## config.mk

```make
export PLATFORM = sky130hd
export DESIGN_NAME = fx2_tx_packer
export DESIGN_NICKNAME = d
export VERILOG_FILES = /design/src/rtl/fx2_tx_packer.sv
export SDC_FILE = /design/constraint.sdc
export NUM_CORES = 1
export LEC_CHECK = 0
export CAP_MARGIN = 20
export CORE_MARGIN = 2
export CORE_UTILIZATION = 50
export CTS_BUF_LIST = sky130_fd_sc_hd__clkbuf_4 sky130_fd_sc_hd__clkbuf_8
export DETAILED_ROUTE_END_ITERATION = 16
export GPL_ROUTABILITY_DRIVEN = 0
export PLACE_DENSITY = 0.68
export SLEW_MARGIN = 0
export SYNTH_ARGS = -nofsm -noshare
export SYNTH_HDL_FRONTEND = slang
export SYNTH_SLANG_ARGS = --single-unit
```

## constraint.sdc

```tcl
create_clock -name clk -period 5.65 [get_ports clk]
set_clock_uncertainty 0.1 [all_clocks]
set_input_delay 0.8475 -clock clk [delete_from_list [all_inputs] [get_ports clk]]
set_output_delay 0.8475 -clock clk [all_outputs]
set_load 0.005 [all_outputs]
```

## src/rtl/fx2_tx_packer.sv

```systemverilog
// Buffers fixed-width timetag records and serializes them MSB-first onto the
// FX2 byte handshake, counting bytes handed to USB for length reporting.
module fx2_tx_packer #(
  parameter int WORD_BYTES = 4,
  parameter int FIFO_DEPTH = 8,
  parameter int LEN_W      = 16
) (
  input  logic                    clk,
  input  logic                    reset_n,
  input  logic [8*WORD_BYTES-1:0] rec_data,
  input  logic                    rec_valid,
  output logic                    rec_ready,
  output logic [7:0]              fpga_word,
  output logic                    fpga_word_avail,
  input  logic                    fpga_word_accepted,
  input  logic                    request_length,
  output logic [LEN_W-1:0]        length,
  output logic                    overflow
);

  localparam int RW = 8 * WORD_BYTES;
  localparam int AW = $clog2(FIFO_DEPTH);
  localparam int IW = (WORD_BYTES > 1) ? $clog2(WORD_BYTES) : 1;

  logic [RW-1:0]    r_mem [FIFO_DEPTH];
  logic [AW:0]      r_wrPtr;
  logic [AW:0]      r_rdPtr;
  logic             r_recReady;
  logic             r_overflow;
  logic [RW-1:0]    r_shift;
  logic [IW-1:0]    r_idx;
  logic             r_hold;
  logic [LEN_W-1:0] r_count;
  logic [LEN_W-1:0] r_length;

  logic             w_push;
  logic             w_empty;
  logic             w_accept;
  logic             w_lastByte;
  logic             w_pop;
  logic [AW:0]      w_wrPtrNext;
  logic [AW:0]      w_rdPtrNext;
  logic             w_fullNext;
  logic [LEN_W-1:0] w_countInc;

  assign w_push      = rec_valid && r_recReady;
  assign w_empty     = (r_wrPtr == r_rdPtr);
  assign w_accept    = fpga_word_accepted && r_hold;
  assign w_lastByte  = (r_idx == IW'(WORD_BYTES - 1));
  assign w_pop       = !w_empty && (!r_hold || (w_accept && w_lastByte));
  assign w_wrPtrNext = r_wrPtr + (AW+1)'(w_push);
  assign w_rdPtrNext = r_rdPtr + (AW+1)'(w_pop);
  // Full when the pointers differ only in their wrap bit.
  assign w_fullNext  = (w_wrPtrNext[AW] != w_rdPtrNext[AW]) &&
                       (w_wrPtrNext[AW-1:0] == w_rdPtrNext[AW-1:0]);
  assign w_countInc  = (w_accept && (r_count != {LEN_W{1'b1}})) ?
                       r_count + LEN_W'(1) : r_count;

  always_ff @(posedge clk) begin
    if (w_push) begin
      r_mem[r_wrPtr[AW-1:0]] <= rec_data;
    end
  end

  always_ff @(posedge clk or negedge reset_n) begin
    if (!reset_n) begin
      r_wrPtr    <= '0;
      r_rdPtr    <= '0;
      r_recReady <= 1'b0;
      r_overflow <= 1'b0;
    end else begin
      r_wrPtr    <= w_wrPtrNext;
      r_rdPtr    <= w_rdPtrNext;
      r_recReady <= !w_fullNext;
      if (rec_valid && !r_recReady) begin
        r_overflow <= 1'b1;
      end
    end
  end

  // A pop on the last accepted byte reloads the shifter with no idle cycle.
  always_ff @(posedge clk or negedge reset_n) begin
    if (!reset_n) begin
      r_shift <= '0;
      r_idx   <= '0;
      r_hold  <= 1'b0;
    end else if (w_pop) begin
      r_shift <= r_mem[r_rdPtr[AW-1:0]];
      r_idx   <= '0;
      r_hold  <= 1'b1;
    end else if (w_accept) begin
      r_shift <= r_shift << 8;
      if (w_lastByte) begin
        r_idx  <= '0;
        r_hold <= 1'b0;
      end else begin
        r_idx  <= r_idx + IW'(1);
      end
    end
  end

  always_ff @(posedge clk or negedge reset_n) begin
    if (!reset_n) begin
      r_count  <= '0;
      r_length <= '0;
    end else if (request_length) begin
      r_length <= w_countInc;
      r_count  <= '0;
    end else begin
      r_count  <= w_countInc;
    end
  end

  assign rec_ready       = r_recReady;
  assign fpga_word       = r_shift[RW-1 -: 8];
  assign fpga_word_avail = r_hold;
  assign length          = r_length;
  assign overflow        = r_overflow;

endmodule
```

Word-level counts from Yosys, hierarchy flattened:

Memory sizes are Yosys's and may differ from the RTL's.
Cells that the tools add are included.

* bits in registers: 77
* memory bits (writable): 256
* input port bits: 37
* output and inout bits: 27
* word-level logic and storage cells: 46
* memories kept: 1

* add/sub/neg operators: 4
* eq/ne operators: 5
* mux-type cells: 12
* reduce and logical (&&, ||, !) cells: 15

Memory list
* r_mem: words 8, bits a word 32, read ports 1, clocked after memory_dff 0, wr ports 1, line 25 `logic [RW-1:0] r_mem [FIFO_DEPTH];`

Operator list (count)
* two-way mux 32 bit: 2
* two-way mux 16 bit: 2
* adder 16 x 1 -> 16 bit (second input constant): 1
* inequality test 16 bit (second input constant): 1
* adder 4 x 1 -> 4 bit: 2
* logical AND 1 bit: 7
* two-way mux 2 bit: 3
* two-way mux 1 bit: 5
* == test 4 bit: 1
* zero test 1 bit: 4
* nonzero test 2 bit: 2
* == test 3 bit: 1
* adder 2 x 1 -> 2 bit (second input constant): 1
* == test 2 bit (second input constant): 1
* AND reduction 2 bit: 1
* logical OR 1 bit: 1
* inequality test 1 bit: 1

Depth between registers and ports, before layout:

Gate-level depths: netlist (run 1).

* depth after elaboration: 8
* mapped depth: 11
* mapped depth without buffers: 9

Least setup slack after synthesis (run 1):

No wires, ideal clock.

* kind: input port to flip-flop
* from: input rec_valid
* to: memory r_mem[0][0] (netlist bit), enable pin
* setup time: 0.461 ns
* arrival: 3.306 ns
* required time: 5.089 ns
* slack: 1.783 ns
* stages: 3
* path buffers: 0
* cells stage by stage: and2_1 > nand2b_1 > nor3_1

* cells in the longest elaborated chain, start to end: 3

Ends and longest elaborated chain
* from (decl): line 11 `input logic rec_valid,`
* logical AND 1 bit: line 46 `assign w_push = rec_valid && r_recReady;`
* two-way mux 1 bit: line 60 `if (w_push) begin`
* two-way mux 1 bit (not written as such): line 61 `r_mem[r_wrPtr[AW-1:0]] <= rec_data;`
* to (decl): line 25

Every way passes these cells.

Final worst setup path (run 1):

* from: register r_rdPtr[2]
* to: register r_recReady, in the netlist rec_ready

* cells in the longest elaborated chain, start to end: 7
* elaborated cells on any way between the ends: 8
* those cells by class: add/sub: 1; eq/ne: 3; reduce/logical: 4

Ends and longest elaborated chain
* from (decl): line 27 `logic [AW:0] r_rdPtr;`
* from (signal assigned): line 73 `r_rdPtr <= w_rdPtrNext;`
* == test 4 bit: line 47 `assign w_empty = (r_wrPtr == r_rdPtr);`
* zero test 1 bit: line 50 `assign w_pop = !w_empty && (!r_hold || (w_accept && w_lastByte));`
* logical AND 1 bit: line 50
* net w_pop: line 40 `logic w_pop;`
* adder 4 x 1 -> 4 bit: line 52 `assign w_rdPtrNext = r_rdPtr + (AW+1)'(w_pop);`
* net w_rdPtrNext[2]: line 42 `logic [AW:0] w_rdPtrNext;`
* == test 3 bit: line 55 `(w_wrPtrNext[AW-1:0] == w_rdPtrNext[AW-1:0]);`
* logical AND 1 bit: line 54 `assign w_fullNext = (w_wrPtrNext[AW] != w_rdPtrNext[AW]) &&`
* zero test 1 bit: line 74 `r_recReady <= !w_fullNext;`
* to (signal assigned): line 74
* to (decl): line 28 `logic r_recReady;`

The timed path passes the listed nets, and every way through them passes these cells.
A chain may end at the register's enable or synchronous reset.

==> results of run 1 <==
[cells in the final DEF (no fill, tap or decap), types with 8 or more instances in the layout]
master,count
o21ai_0,19
nand3_1,14
clkdlybuf4s50_1,62
mux4_2,64
edfxtp_1,256
a31oi_1,31
clkbuf_8,57
nor2_1,20
a21oi_1,12
clkbuf_4,22
buf_4,13
a211oi_1,24
xor2_1,8
mux2i_1,11
nor2b_1,24
clkinv_1,10
nand2_1,65
dfrtp_1,74
[sequential cells by signal, indices dropped and copies added (netlist names)]
register and count:
r_mem 256, r_shift 32, length 16, r_count 16
r_rdPtr 4, r_wrPtr 4, r_idx 2, fpga_word_avail 1
overflow 1, rec_ready 1
[logic make-up after synthesis]
logic type / Yosys count / share of synthesized area (%)
compound gates: 103 / 5.20
buf+inv: 50 / 1.86
mux: 76 / 11.9
flops: 333 / 73.1
xor+xnor: 13 / 0.865
fa+ha+maj: 6 / 0.571
simple gates: 170 / 6.55
[per-layer routing]
layer / share of wire, % / track usage (%)
met5: 0 / 0
met4: 2.4 / 6.00
met3: 4.5 / 3.62
met2: 51 / 33.1
met1: 42 / 24.6
[worst max-delay path by stage]
stage | start | endpoint | slack [ns] | cells after the start
after floorplan | rec_valid | r_mem[0][0]$_DFFE_PP_ | 1.78 | 3
after global placement | fpga_word_accepted | rec_ready$_DFF_PN0_ | 2.19 | 10
after detailed placement | fpga_word_accepted | rec_ready$_DFF_PN0_ | 2.06 | 10
after CTS | r_rdPtr[2]$_DFF_PN0_ | rec_ready$_DFF_PN0_ | 2.10 | 10
after global routing | r_rdPtr[2]$_DFF_PN0_ | rec_ready$_DFF_PN0_ | 1.88 | 10
final | r_rdPtr[2]$_DFF_PN0_ | rec_ready$_DFF_PN0_ | 2.11 | 10
[power by group through the flow]
| stage | logic, mW | registers [mW] | clock network [mW] |
|---|---|---|---|
| 2_1_floorplan | 1.27 | 3.21 | 0 |
| 3_3_place_gp | 1.66 | 3.31 | 0 |
| 3_5_place_dp | 1.71 | 3.33 | 0 |
| 4_1_cts | 1.71 | 3.28 | 2.12 |
| 5_1_grt | 1.83 | 3.32 | 2.22 |
| 6_report | 1.68 | 3.28 | 2.07 |
[worst reg2reg max path, cell delays in order, from the launching register on]
cell	delay, ns
dfrtp_2	0.35
buf_4	0.60
xor2_1	0.26
o41ai_4	0.38
buf_4	0.60
inv_1	0.19
ha_1	0.25
ha_1	0.20
xor2_1	0.17
xnor2_1	0.20
nand4_1	0.12
[final cells by class]
| cell class | count | share of cell area [%] |
|---|---|---|
| clock buffers | 79 | 6.19 |
| clock inverters | 17 | 0.922 |
| inverters | 4 | 0.0979 |
| multi-input cells | 368 | 21.9 |
| flip-flops and latches | 333 | 62.7 |
| well taps | 335 | 2.73 |
| repair buffers | 79 | 5.40 |
==> flow_summary.ini, run 1 <==
[status]
outcome = complete, no violations

[final_layout]
postLayoutCoreUtil_pct = 59.0
fin_cells = 1215
area_delta_synth_final_pct = 16.6
fin_nets = 881
diodes = 0
multi_input_area_mm2 = 0.00336
final_cell_area_mm2 = 0.0153
nFillCells = 1921
regArea_mm2 = 0.00962
layout-drive-gt1-share_pct = 21.7

[floorplan]
ios = 64
core_area_mm2 = 0.0260
dieArea_mm2 = 0.0276
rows = 59
initial_core_util_pct = 50.6
die_y_um = 166
die_w_um = 166

[detailed_routing]
drt_drc_violations_left = 0
drt_wl_total_um = 26100
antenna_left = 0
vias = 7051
first_pass_iters = 4
wl_per_cell_um = 21.5
drtIter0Drc = 619
vias_per_cell = 5.80

[critical_path]
cpPeakStageDelay_ns = 0.60
rr_startpoint = r_rdPtr[2]$_DFF_PN0_
r2r_slack_ns = 2.11
worst_setup_path_start_kind = flop
end_kind = flop
crit_family = buffers and inverters
timing.critical_path.arrival_ns = 3.87
worstPathMaxFanout = 65
critical_path_required_ns = 5.98
r2r_end = rec_ready$_DFF_PN0_
critPathBufInv = 3
crit_path_cell_trace = buf_4 > xor2_1 > o41ai_4 > buf_4 > inv_1 > ha_1 > ha_1 > xor2_1 > xnor2_1 > nand4_1
cp_slowest_cell = buf_4
crit_type = flop to flop
r2r_cells = 10

[power]
clkPwrFrac_pct = 29.4
comb_power_share_pct = 24.0
intPower_mw = 5.03
switching_power_mw = 2.00
power_frac_seq_pct = 46.6
power_leakage_nw = 5.26
swShare_pct = 28.4
ir_drop_v = 0.000376
finalPower_mw = 7.03
power-per-cell-area_mw_per_mm2 = 458

[grt]
grt_max_degree = 78
grt_use_total_pct = 19.1
grt_overflow = 0
antenna_found_initial = 0
grt_pass1_vias = 7491
grt_pass1_wl_um = 41200

[logic_synthesis]
yosys-top-cells-count = 256 x edfxtp_1, 77 x dfrtp_1, 65 x nand2_1
synth.most_common_cell = edfxtp_1
ys_seq_elements = 333
synth_top_cell_area_share_pct = 58.4
synth_cell_types = 49
synth_area_leaders = edfxtp_1 58%, dfrtp_1 15%, mux4_2 11%, nand2_1 1.9%, a31oi_1 1.5%
ys_warn_count = 0
synth_ff_type = edfxtp_1
seq_area_frac_synth_pct = 73.1
avgSynthCellArea_um2 = 17.5
synthArstFlopShare_pct = 23.1
synth-edff-count = 256
synthesis.nets = 794
synthCells = 751
synthesis.area_mm2 = 0.0132
yosys.area.top_type = edfxtp_1

[clock_tree]
clk_pin_slew_ns = 0.06
cts_setup_buffers = 0
clk_latency_ns = 0.59
cts_sinks = 333
cts_resized = 0
ctsRootBufferMaster = clkbuf_8
hold_buffers = 0
clock_path_buffers = 3
numCtsBuffers = 52
cts_tree = done
cts_max_level = 2

[timing]
finalHoldViolCount = 0
finalSetupViolations = 0
clock.fmax_mhz = 283
hold_slack_ns = 0.111
max_slew_margin_pct = 34.4
rsz0062_at_grt = false
worstMarginPinSlew_ns = 0.983
worst_slack_ns = 2.11
tns_ns = 0
drv_slew = 0
min_period_ns = 3.54
period_share_pct = 62.6

[place]
postPlaceCellArea_mm2 = 0.0142
numPortBuffers = 63
dp_cells = 1117
dp_hpwl_um = 14600
dp_slack_ns = 2.06

[job]
cap_violations = 0

[worst_hold_path]
min-delay-path-class = primary input to asynchronous set/reset pin
(Power assumes the default switching activity.)
==> inputs of run 2 (changes only) <==
==> constraint.sdc (replaced) <==
create_clock -name clk -period 3.7 [get_ports clk]
set_clock_uncertainty 0.1 [all_clocks]
set_input_delay 0.555 -clock clk [delete_from_list [all_inputs] [get_ports clk]]
set_output_delay 0.555 -clock clk [all_outputs]
set_load 0.005 [all_outputs]
==> flow_summary.ini, run 2 (synthesis gave the netlist of run 1 again) <==
[status]
outcome = complete, no violations

[clock_tree]
clock_path_buffers = 3
cts_resized = 0
cts_setup_buffers = 0
cts_max_level = 2
clk_pin_slew_ns = 0.07
cts_sinks = 333
ctsRootBufferMaster = clkbuf_8
cts_tree = done
numCtsBuffers = 52
hold_buffers = 0
clk_latency_ns = 0.60

[floorplan]
dieArea_mm2 = 0.0276
ios = 64
die_y_um = 166
die_w_um = 166
rows = 59
initial_core_util_pct = 50.6
core_area_mm2 = 0.0260

[critical_path]
r2r_slack_ns = 1.35
startpoint = r_wrPtr[0]$_DFF_PN0_
critical_path_required_ns = 4.05
r2r_cells = 8
timing.critical_path.arrival_ns = 2.70
end_kind = flop
worstPathMaxFanout = 7
worst_setup_path_start_kind = flop
rr_startpoint = r_wrPtr[0]$_DFF_PN0_
crit_type = flop to flop

[timing]
drv_slew = 0
worstMarginPinSlew_ns = 0.763
max_slew_margin_pct = 49.1
rsz0062_at_grt = false
finalSetupViolations = 0
finalHoldViolCount = 0
clock.fmax_mhz = 425
min_period_ns = 2.35
worst_slack_ns = 1.35
period_share_pct = 63.6
tns_ns = 0

[detailed_routing]
wl_per_cell_um = 21.5
drtIter0Drc = 618
drt_drc_violations_left = 0
vias = 7087
vias_per_cell = 5.81
highest_layer = met4
drt_wl_total_um = 26200
met1_length_um = 10700
met2WireLength_um = 13700
antenna_left = 0
first_pass_iters = 5
dr_wl_met3_um = 1270

[place]
dp_hpwl_um = 14400
dp_slack_ns = 0.987
numPortBuffers = 63

[final_layout]
diodes = 0
most-common-layout-cells = 256 x edfxtp_1, 74 x dfrtp_1, 65 x nand2_1
nFillCells = 1868
regArea_mm2 = 0.00962
multi_input_area_mm2 = 0.00336
final_common_cell = edfxtp_1
largest_register_ffs = 256
area_delta_synth_final_pct = 17.2
fin_nets = 883
layout-drive-gt1-share_pct = 22.5

[power]
finalPower_mw = 11.0
power-per-cell-area_mw_per_mm2 = 714
ir_drop_v = 0.000458
power_leakage_nw = 5.30

[job]
cap_violations = 0

[grt]
antenna_found_initial = 0
grt_pass1_wl_um = 41900
grt_overflow = 0
grt_max_degree = 78
grt_use_total_pct = 19.5
grt_pass1_vias = 7576

[worst_hold_path]
min-delay-path-class = primary input to asynchronous set/reset pin
==> run 2: cell count changes in the layout (fill, tap and decap cells not counted), sizes merged <==
cell / before / now
clkinv: 15 / 9
dlygate4sd3: 0 / 1
buf: 17 / 18
clkinvlp: 0 / 2
inv: 4 / 5
bufinv: 2 / 4
clkbuf: 79 / 82
==> run 2: layout make-up <==
cell class,count,area share [%]
repair buffers,81,5.18
multi-input cells,368,21.8
clock inverters,16,1.28
clock buffers,82,6.51
inverters,4,0.0974
well taps,335,2.72
flip-flops and latches,333,62.4
==> run 2: worst max-delay path: stages (launching register included) <==
cell and delay (ns):
dfrtp_1 0.49, xor2_1 0.23, o41ai_4 0.39, inv_1 0.12
ha_1 0.21, ha_1 0.20, xor2_1 0.16, xnor2_1 0.22
nand4_1 0.10
==> run 2: worst paths after layout <==
| check | end |
|---|---|
| max | rec_ready$_DFF_PN0_ |
| min | length[15]$_DFFE_PN0P_ |
| max reg2reg | rec_ready$_DFF_PN0_ |
| min reg2reg | overflow$_DFFE_PN0P_ |
| max in group asynchronous | r_shift[30]$_DFFE_PN0P_ |
| min in group clk | overflow$_DFFE_PN0P_ |
==> run 2: routing by layer <==
layer	GRT usage (%)	vias to the layer above
li1	-	3153
met1	25.1	3641
met2	33.7	235
met3	3.41	58
met4	6.78	0
met5	0	-
==> run 2: power by group <==
group | internal [mW] | switching, mW | total [mW] | leakage (nW)
Combinational | 1.22 | 1.45 | 2.67 | 1.35
Sequential | 4.67 | 0.240 | 4.91 | 3.32
Clock | 2.02 | 1.42 | 3.44 | 0.630
==> run 2: through the flow <==
stage / cells / util [%] / cell area (µm²) / hold WS, ns
floorplan: 751 / - / 13200 / 0.159
global placement: 1119 / 54.6 / 14200 / 0.343
detailed placement: 1119 / 54.6 / 14200 / 0.361
CTS: 1217 / 59.2 / 15400 / 0.0575
global route: 1219 / 59.3 / 15400 / 0.320
finish: 1219 / 59.3 / 15400 / 0.302
==> inputs of run 3 (changes only) <==
==> constraint.sdc (replaced) <==
create_clock -name clk -period 2.3 [get_ports clk]
set_clock_uncertainty 0.1 [all_clocks]
set_input_delay 0.345 -clock clk [delete_from_list [all_inputs] [get_ports clk]]
set_output_delay 0.345 -clock clk [all_outputs]
set_load 0.005 [all_outputs]
==> flow_summary.ini, run 3 (synthesis gave the netlist of run 1 again) <==
[worst_hold_path]
min-delay-path-class = primary input to asynchronous set/reset pin

[clock_tree]
cts_sinks = 333
clk_pin_slew_ns = 0.07
clk_latency_ns = 0.57
cts_max_level = 2
numCtsBuffers = 51
cts_tree = done
ctsRootBufferMaster = clkbuf_8
clock_path_buffers = 3

[critical_path]
worstPathMaxFanout = 5
critPathBufInv = 1
crit_type = flop to flop
critical_path_required_ns = 2.62
timing.critical_path.arrival_ns = 2.53
cpPeakStageDelay_ns = 0.46
path_common_cell = ha_1
crit_path_cell_trace = xor2_1 > o41ai_4 > inv_1 > ha_1 > ha_1 > xor2_2 > xnor2_1 > nand4_1
crit_family = XOR/XNOR gates
cp_slowest_cell = dfrtp_2
end_kind = flop
worst_setup_path_start_kind = flop
worstSetupPathDepth = 8
r2r_cells = 8

[final_layout]
final_common_cell = edfxtp_1
most-common-layout-cells = 256 x edfxtp_1, 71 x dfrtp_1, 65 x nand2_1
fin_nets = 908
largest_register_ffs = 256
layout-drive-gt1-share_pct = 25.2
nFillCells = 1916
diodes = 0
area_delta_synth_final_pct = 18.9

[power]
switching_power_mw = 4.99
ir_drop_v = 0.000683
power-per-cell-area_mw_per_mm2 = 1120
comb_power_share_pct = 26.4
power_frac_seq_pct = 44.9
intPower_mw = 12.6
power_leakage_nw = 5.42
finalPower_mw = 17.6
swShare_pct = 28.4
clkPwrFrac_pct = 28.7

[place]
dp_slack_ns = -0.00853
dp_hpwl_um = 16100
numPortBuffers = 63

[detailed_routing]
first_pass_iters = 5
wl_per_cell_um = 21.5
drt_drc_violations_left = 0
drt_wl_total_um = 26700
vias_per_cell = 5.78
vias = 7180
drtIter0Drc = 707
antenna_left = 0

[grt]
grt_pass1_wl_um = 41800
grt_max_degree = 67
antenna_found_initial = 0
grt_use_total_pct = 19.5
grt_pass1_vias = 7526
grt_overflow = 0

[floorplan]
initial_core_util_pct = 50.6
core_area_mm2 = 0.0260
dieArea_mm2 = 0.0276
die_w_um = 166
rows = 59
ios = 64
die_y_um = 166

[timing]
worstMarginPinSlew_ns = 0.778
min_period_ns = 2.21
drv_slew = 0
max_slew_margin_pct = 48.1
finalHoldViolCount = 0
worst_slack_ns = 0.0880
clock.fmax_mhz = 452
rsz0062_at_grt = false
period_share_pct = 96.2
tns_ns = 0
finalSetupViolations = 0

[status]
outcome = complete, no violations

[job]
cap_violations = 0
## run 3: cell count changes in the layout (fill, tap and decap cells not counted), moves of 3 or more
| cell | delta |
|---|---|
| bufinv_16 | -4 |
| buf_4 | +16 |
| dfrtp_2 | +3 |
| dfrtp_1 | -3 |
| clkinv_2 | +4 |
| buf_12 | +11 |
## run 3: cell type report
class	count	area (µm²)	area share (%)
clock buffer	82	1010	6.45
multi-input combinational	368	3390	21.6
tap	335	419	2.68
timing repair buffer	107	1110	7.10
clock inverter	13	80.1	0.512
sequential	333	9620	61.5
inverter	4	15.0	0.0960
## run 3: power by group through the flow
stage / sequential (mW) / clock [mW] / combinational, mW
final: 7.89 / 5.03 / 4.63
after detailed placement: 8.00 / 0 / 4.70
after global placement: 7.95 / 0 / 4.65
after floorplan: 7.90 / 0 / 3.13
after global routing: 7.96 / 5.41 / 5.01
after CTS: 7.89 / 5.16 / 4.71
## run 3: what timing repair did
item	4_1_cts	5_1_grt
setup buffers	0	0
hold endpoints to repair	56	0
endpoints found under the setup margin	0	9
hold buffers	1	0
resized for setup	0	3
## run 3: path summary, 6_finish.rpt
check,startpoint,to,slack [ns]
setup / recovery,r_wrPtr[2]$_DFF_PN0_,rec_ready$_DFF_PN0_,0.09
hold / removal,reset_n,length[2]$_DFFE_PN0P_,0.30
setup reg to reg,r_wrPtr[2]$_DFF_PN0_,rec_ready$_DFF_PN0_,0.09
hold reg to reg,overflow$_DFFE_PN0P_,overflow$_DFFE_PN0P_,0.36
max in group asynchronous,reset_n,r_shift[29]$_DFFE_PN0P_,1.12
min in group clk,rec_valid,overflow$_DFFE_PN0P_,0.32
## run 3: layer usage
layer / GRT usage [%] / part of all wire (%) / vias up
met3: 3.17 / 5.0 / 67
met4: 7.50 / 3.3 / 0
met5: 0 / 0 / -
li1: - / - / 3205
met2: 33.0 / 51 / 237
met1: 25.7 / 41 / 3671
## run 3: through the flow
| stage | util, % | area [µm²] | std cells | hold WS, ns |
|---|---|---|---|---|
| floorplan | - | 13200 | 751 | -0.0506 |
| global placement | 55.9 | 14500 | 1146 | 0.344 |
| detailed placement | 55.9 | 14500 | 1146 | 0.348 |
| CTS | 60.2 | 15600 | 1242 | 0.292 |
| global route | 60.2 | 15600 | 1242 | 0.332 |
| finish | 60.2 | 15600 | 1242 | 0.302 |
